`src/rtl/serial_add_seq_pkg.sv`:
```
// Purpose: shared sequencer definitions (state encoding, counter sizing helper).
// Latency: n/a (definitions only).
// Backpressure: n/a.
// Contents: ST_IDLE/ST_RUN/ST_DONE state constants, cnt_width() helper.
package serial_add_seq_pkg;

  // Controller state encoding, shared with later lab sequencers.
  localparam logic [1:0] ST_IDLE = 2'd0;
  localparam logic [1:0] ST_RUN  = 2'd1;
  localparam logic [1:0] ST_DONE = 2'd2;

  // Slice counter width. The extra bit keeps the counter from wrapping
  // even when NSLICE is an exact power of two.
  function automatic int cnt_width(input int nslice);
    return $clog2(nslice) + 1;
  endfunction

endpackage

```
`src/rtl/bit2adder.sv`:
```
// Purpose: 2-bit ripple-carry adder slice (combinational).
// Latency: 0 cycles, purely combinational.
// Backpressure: none; outputs follow inputs.
// Ports: a0/a1, b0/b1 operand bits (LSB first), cin carry-in;
//        s0/s1 sum bits, cout carry-out of bit 1.
module bit2adder (
  input  logic a0,
  input  logic a1,
  input  logic b0,
  input  logic b1,
  input  logic cin,
  output logic s0,
  output logic s1,
  output logic cout
);

  logic w_c0;

  assign {w_c0, s0} = {1'b0, a0} + {1'b0, b0} + {1'b0, cin};
  assign {cout, s1} = {1'b0, a1} + {1'b0, b1} + {1'b0, w_c0};

endmodule

```
`src/rtl/serial_add_seq.sv`:
```
// Purpose: WIDTH-bit adder built from one reused 2-bit slice, LSB pair first.
// Latency: start accepted at edge t -> busy for NSLICE cycles -> done pulse after edge t+NSLICE.
// Backpressure: start is only sampled in IDLE; start during RUN/DONE is ignored.
// Ports: clk, rst (sync, active-high); start, a, b, cin (captured on accept);
//        busy (RUN), done (1-cycle result pulse), sum/cout (held until next completion).
module serial_add_seq
  import serial_add_seq_pkg::*;
#(
  parameter int WIDTH = 8
) (
  input  logic             clk,
  input  logic             rst,
  input  logic             start,
  input  logic [WIDTH-1:0] a,
  input  logic [WIDTH-1:0] b,
  input  logic             cin,
  output logic             busy,
  output logic             done,
  output logic [WIDTH-1:0] sum,
  output logic             cout
);

  localparam int NSLICE = WIDTH / 2;
  localparam int CNT_W  = cnt_width(NSLICE);
  localparam logic [CNT_W-1:0] CNT_LAST = CNT_W'(NSLICE - 1);

  // The slice consumes two bits per cycle, so odd or tiny widths cannot work.
  if ((WIDTH < 2) || ((WIDTH % 2) != 0)) begin : g_bad_width
    $error("serial_add_seq: WIDTH must be even and >= 2");
  end

  logic [1:0]       r_state;
  logic [WIDTH-1:0] r_a_sh;
  logic [WIDTH-1:0] r_b_sh;
  logic             r_carry;
  logic [CNT_W-1:0] r_cnt;
  logic [WIDTH-1:0] r_acc;
  logic [WIDTH-1:0] r_sum;
  logic             r_cout;

  logic             w_s0;
  logic             w_s1;
  logic             w_slice_cout;
  logic [WIDTH-1:0] w_acc_next;
  logic             w_last;

  bit2adder u_slice (
    .a0   (r_a_sh[0]),
    .a1   (r_a_sh[1]),
    .b0   (r_b_sh[0]),
    .b1   (r_b_sh[1]),
    .cin  (r_carry),
    .s0   (w_s0),
    .s1   (w_s1),
    .cout (w_slice_cout)
  );

  // New slice bits enter at the top; after NSLICE shifts the first slice
  // has walked down to bit 0, so the accumulator is the finished sum.
  if (WIDTH == 2) begin : g_acc_w2
    assign w_acc_next = {w_s1, w_s0};
  end else begin : g_acc_wide
    assign w_acc_next = {w_s1, w_s0, r_acc[WIDTH-1:2]};
  end

  assign w_last = (r_cnt == CNT_LAST);

  always_ff @(posedge clk) begin
    if (rst) begin
      r_state <= ST_IDLE;
      r_a_sh  <= '0;
      r_b_sh  <= '0;
      r_carry <= 1'b0;
      r_cnt   <= '0;
      r_acc   <= '0;
      r_sum   <= '0;
      r_cout  <= 1'b0;
    end else begin
      case (r_state)
        ST_IDLE: begin
          if (start) begin
            r_a_sh  <= a;
            r_b_sh  <= b;
            r_carry <= cin;
            r_cnt   <= '0;
            r_state <= ST_RUN;
          end
        end
        ST_RUN: begin
          r_a_sh  <= r_a_sh >> 2;
          r_b_sh  <= r_b_sh >> 2;
          r_carry <= w_slice_cout;
          r_acc   <= w_acc_next;
          r_cnt   <= r_cnt + CNT_W'(1);
          // Publish only on the final slice so sum/cout never show partials.
          if (w_last) begin
            r_sum   <= w_acc_next;
            r_cout  <= w_slice_cout;
            r_state <= ST_DONE;
          end
        end
        ST_DONE: begin
          r_state <= ST_IDLE;
        end
        default: begin
          r_state <= ST_IDLE;
        end
      endcase
    end
  end

  assign busy = (r_state == ST_RUN);
  assign done = (r_state == ST_DONE);
  assign sum  = r_sum;
  assign cout = r_cout;

endmodule

```
`config.mk`:
```
export PLATFORM = sky130hd
export DESIGN_NAME = serial_add_seq
export DESIGN_NICKNAME = d
export VERILOG_FILES = /design/src/rtl/serial_add_seq_pkg.sv /design/src/rtl/bit2adder.sv /design/src/rtl/serial_add_seq.sv
export SDC_FILE = /design/constraint.sdc
export NUM_CORES = 1
export LEC_CHECK = 0
export CELL_PAD_IN_SITES_DETAIL_PLACEMENT = 2
export CELL_PAD_IN_SITES_GLOBAL_PLACEMENT = 2
export CORE_ASPECT_RATIO = 1.25
export CORE_MARGIN = 2
export CORE_UTILIZATION = 32
export CTS_CLUSTER_SIZE = 40
export DETAILED_ROUTE_END_ITERATION = 12
export PLACE_DENSITY_LB_ADDON = 0.08
export REMOVE_ABC_BUFFERS = 1
export SLEW_MARGIN = 30
export SYNTH_ARGS = -nofsm -noshare
export SYNTH_HDL_FRONTEND = slang
export SYNTH_SLANG_ARGS = --single-unit
```
`constraint.sdc`:
```
create_clock -name clk -period 2.05 [get_ports clk]
set_input_delay 0.5125 -clock clk [delete_from_list [all_inputs] [get_ports clk]]
set_output_delay 0.5125 -clock clk [all_outputs]
set_load 0.1 [all_outputs]
```
# [Word-level counts from Yosys, hierarchy flattened]
# Cells that the tools add are included.
[op_classes] reduce_logical=5 eq_ne=5 n_mux=11 add_sub_neg=5
[op_table] cell="$pmux 8 s2" n=2
[op_table] cell="$mux 8" n=2
[op_table] cell="$pmux 3 s2" n=1
[op_table] cell="$reduce_and 2->1" n=3
[op_table] cell="$add 1x1->2" n=2
[op_table] cell="$add 2x1->2" n=2
[op_table] cell="$mux 2" n=2
[op_table] cell="$pmux 2 s2" n=1
[op_table] cell="$add 3x1->3 const B" n=1
[op_table] cell="$eq 3x2->1 const B" n=1
[op_table] cell="$mux 3" n=1
[op_table] cell="$eq 2x1->1 const B" n=1
[op_table] cell="$eq 2x2->1 const B" n=1
[op_table] cell="$logic_not 2->1" n=1
[op_table] cell="$ne 2x1->1 const B" n=1
[op_table] cell="$ne 2x2->1 const B" n=1
[op_table] cell="$pmux 1 s2" n=1
[op_table] cell="$reduce_bool 2->1" n=1
[op_table] cell="$mux 1" n=1
[totals] elab_cells=34 inputBits=20 register_bits=39 out_inout_bits=11

# [Logic depth before layout (Yosys ltp)]
[depth] depth_word=4 depth_mapped=6 ltp_nobuf=5

# [Modules after synthesis]
# From an unflattened synthesis, not the netlist that was laid out.
[unflattened] cells_unflattened=171 hier_area_um2=1654.1
[by_module_without_submodules] mod="serial_add_seq" instances=1 cells_per_inst=161 area_per_inst_um2=1584.0
[by_module_without_submodules] mod="bit2adder" instances=1 cells_per_inst=10 area_per_inst_um2=70.1

# [Worst setup path after synthesis]
# Ideal clock, no wire load.
[synth_path] kind="register to output" startpoint="reg r_state[0]" endpoint="out done" required_time_ps=1537 path_buffers=2 arrival_ps=1945 stages_incl_launch_ff=4 slack_ps=-408 cell_sequence="dfxtp_1 buf_6 buf_2 nor2b_1"
[synth_via] elab_chain_len=1
[synth_lines] element="start, declared" line="serial_add_seq.sv:32" text="logic [1:0] r_state;"
[synth_lines] element="start signal, assigned" line="serial_add_seq.sv:70" text="r_state <= ST_IDLE;"
[synth_lines] element="start signal, assigned" line="serial_add_seq.sv:86" text="r_state <= ST_RUN;"
[synth_lines] element="start signal, assigned" line="serial_add_seq.sv:99" text="r_state <= ST_DONE;"
[synth_lines] element="$eq 2x2->1" line="serial_add_seq.sv:113" text="assign done = (r_state == ST_DONE);"
[synth_lines] element="end, declared" line="serial_add_seq.sv:18" text="output logic done,"
# Every way passes these cells.

# [Final worst setup path]
[layout_path] startpoint="reg r_state[1]" endpoint="out busy"
[layout_via] elab_chain_len=1
[layout_lines] element="$eq 2x1->1" line="serial_add_seq.sv:112" text="assign busy = (r_state == ST_RUN);"
[layout_lines] element="end, declared" line="serial_add_seq.sv:17" text="output logic busy,"
# Every way passes these cells.

==> results.yml <==
critical_path:
  critPathLaunch: "r_state[1]"
  crit_path_start_kind: "flip-flop"
  critPathKind: "reg2out"
  r2r_slack_ns: 0.35
  crit_chain: "nand2b_4 -> inv_1 -> buf_12"
  cp_slowest_cell: "dfxtp_1"
  critPathMaxStageDelay_ns: 0.59
  crit_path_end_kind: "primary output"
  r2r-start: "r_carry"
  worstPathArrival_ns: 1.40
  crit_fanout: 12
  required_ns: 1.54
finish:
  layout-drive-gt1-share_pct: 22.39
  final_nets: 224
  n_antenna_cell: 0
  final_core_util_pct: 42.12
  area_growth_syn_to_layout_pct: 27.00
  final_cells: 263
  fin_area_um2: 2125
  fillers: 550
min_path:
  min_from: "sum[1]"
  hold_class: "reg2reg"
status:
  status: "finished, final reports clean"
placed_design:
  hpwlAfterDp_um: 2972
  placed_area_um2: 2004
  dp.cells: 255
  port_buffers: 30
  gp_routability_congestion: 0.7153
clock_tree:
  clk_pin_slew_worst_paths_ns: 0.08
  cts.repair.resized: 0
  root_buffer: "clkbuf_8"
  cts_tree: "yes"
  cts_buffer_depth: 2
  postCtsSetupRepairBufs: 0
  numCtsBuffers: 5
  clk_latency_ns: 0.29
  cts_num_sinks: 37
  h-tree-depth: 2
  ctsHoldBuffers: 0
drt:
  drt.antenna.violating_nets: 0
  first_pass_iters: 3
  vias: 1315
  drcViolationCount: 0
  wl_per_cell_um: 15.39
  drtIter0Drc: 30
  viasPerCell: 5.000
  finalWirelength_um: 4048
synthesis:
  synth_edf_count: 0
  synthMuxAreaShare_pct: 7.779
  yosysTopAreaCell: "dfxtp_1"
  synth_top_family_by_area: "compound AO/OA/AOI/OAI gates"
  synthFlopType: "dfxtp_1"
  synth_top_area_share_pct: 44.28
  ys_types: 27
  synthesis.area_um2: 1673
  syn-instance-count: 169
  synth-seq-area-share_pct: 44.28
  synthSimpleGateAreaFrac_pct: 14.88
  avgSynthCellArea_um2: 9.899
  synth_compound_area_share_pct: 20.87
  synthXorXnorAreaFrac_pct: 0
  synth_seq_cells: 37
  async_reset_ff_share_pct: 0
  yosys.area_share.adder_pct: 3.889
  synth.area.top_cells: "dfxtp_1, a211oi_2, mux2i_1"
  yosysWarnings: 0
global_route:
  grt_pass1_wl_um: 6817
  grt_max_degree: 38
  antenna_found_initial: 0
  grtUsageTotal_pct: 15.86
  overflow: 0
  grt_pass1_vias: 1405
power_and_ir_drop:
  seq_power_share_pct: 46.2
  power_frac_clock_pct: 39.4
  swShare_pct: 25.04
  p_comb_share_pct: 14.4
  p_sw_mw: 0.4236
  ir_drop_mv: 0.3410
  p_int_mw: 1.268
  p_leak_nw: 0.7913
  power_density_nw_per_um2: 796.2
floorplanning:
  fp.dieH_um: 84.84
  core_area_um2: 5044
  rows: 29
  die_area_um2: 5826
  io_pins: 31
  initial_utilization_pct: 33.17
  die_width_um: 68.67
sta:
  max_freq_mhz: 522.1
  worst_pin_slew_ns: 0.4312
  setup_viol: 0
  holdWs_ns: 0.4647
  rsz0062_at_grt: "no"
  slew_violations: 0
  relSlewSlack_pct: 71.21
  finalCritPeriodShare_pct: 93.44
  finalHoldViolCount: 0
  finalCriticalPeriod_ns: 1.915
  fin_worst_skew_ns: 0.006995
job:
  cap_violations: 0
## stage by stage
step	worst slack [ns]	TNS (ns)	power, mW
floorplan	-0.4976	-1.844	0.9325
global placement	0.2472	0	1.034
detailed placement	0.1909	0	1.046
CTS	0.1033	0	1.718
global route	0.03924	0	1.789
finish	0.1345	0	1.692
## cell usage after synthesis (all sizes together) (2+ instances only)
| master | instances |
|---|---|
| nor2 | 25 |
| ha | 2 |
| a22oi | 3 |
| fa | 2 |
| a211oi | 18 |
| buf | 11 |
| nand2 | 20 |
| dfxtp | 37 |
| mux2i | 13 |
| inv | 8 |
| o21ai | 2 |
| a21oi | 12 |
| clkbuf | 2 |
| nor2b | 2 |
| nand3b | 3 |
## registers in the layout, indices dropped and copies added (netlist names)
| name | flops |
|---|---|
| sum | 8 |
| r_a_sh | 8 |
| cout | 1 |
| r_state | 2 |
| r_cnt | 3 |
| r_b_sh | 8 |
| r_carry | 1 |
| r_acc | 6 |
## power by group through the flow
stage / logic, mW / registers, mW / clock network [mW]
after global placement: 0.237 / 0.797 / 0
after floorplan: 0.132 / 0.800 / 0
after global routing: 0.270 / 0.788 / 0.731
after CTS: 0.250 / 0.783 / 0.686
after detailed placement: 0.247 / 0.799 / 0
final: 0.243 / 0.782 / 0.666
## cells by family (layout without fill, tap and decap cells)
family                     count (synthesis)  in the layout
muxes                                     13             13
buffers and inverters                     21             53
and+or+nand+nor                           55             55
DFF                                       37             37
adders and majority gates                  4              4
AOI/OAI and AO/OA                         39             39
## worst paths after layout
kind | to | cells past startpoint
setup reg to reg | r_carry | 4
hold reg to reg | sum[1] | 2
hold / removal | sum[1] | 2
setup / recovery | busy | 3
## critical path, delay by kind of cell (launching register included)
kind                   cells  cell delay (ns)
flip-flops                 1             0.59
buffers and inverters      2             0.26
AND/OR/NAND/NOR            1             0.26
## layout make-up
type,count,area [um^2],area share [%]
multi-input combinational,111,793.3,37.34
sequential,37,740.7,34.86
timing repair buffer,37,362.8,17.08
clock buffer,6,82.58,3.887
tap,62,77.57,3.651
clock inverter,2,37.54,1.767
inverter,8,30.03,1.413
## layout by cell type (no fill, tap or decap), drive strengths merged, types with 6 or more instances in the layout
cell,n
a211oi,18
a21oi,12
buf,18
clkbuf,6
clkdlybuf4s50,19
dfxtp,37
inv,8
mux2i,13
nand2,20
nor2,25
## per-layer routing
metal | track usage (%) | vias to the layer above | share of wire, %
met5 | 0 | - | 0
met1 | 18.27 | 642 | 40
met3 | 3.581 | 6 | 3.6
li1 | - | 642 | -
met4 | 6.000 | 0 | 1.8
met2 | 27.62 | 25 | 55
(Power assumes the default switching activity.)
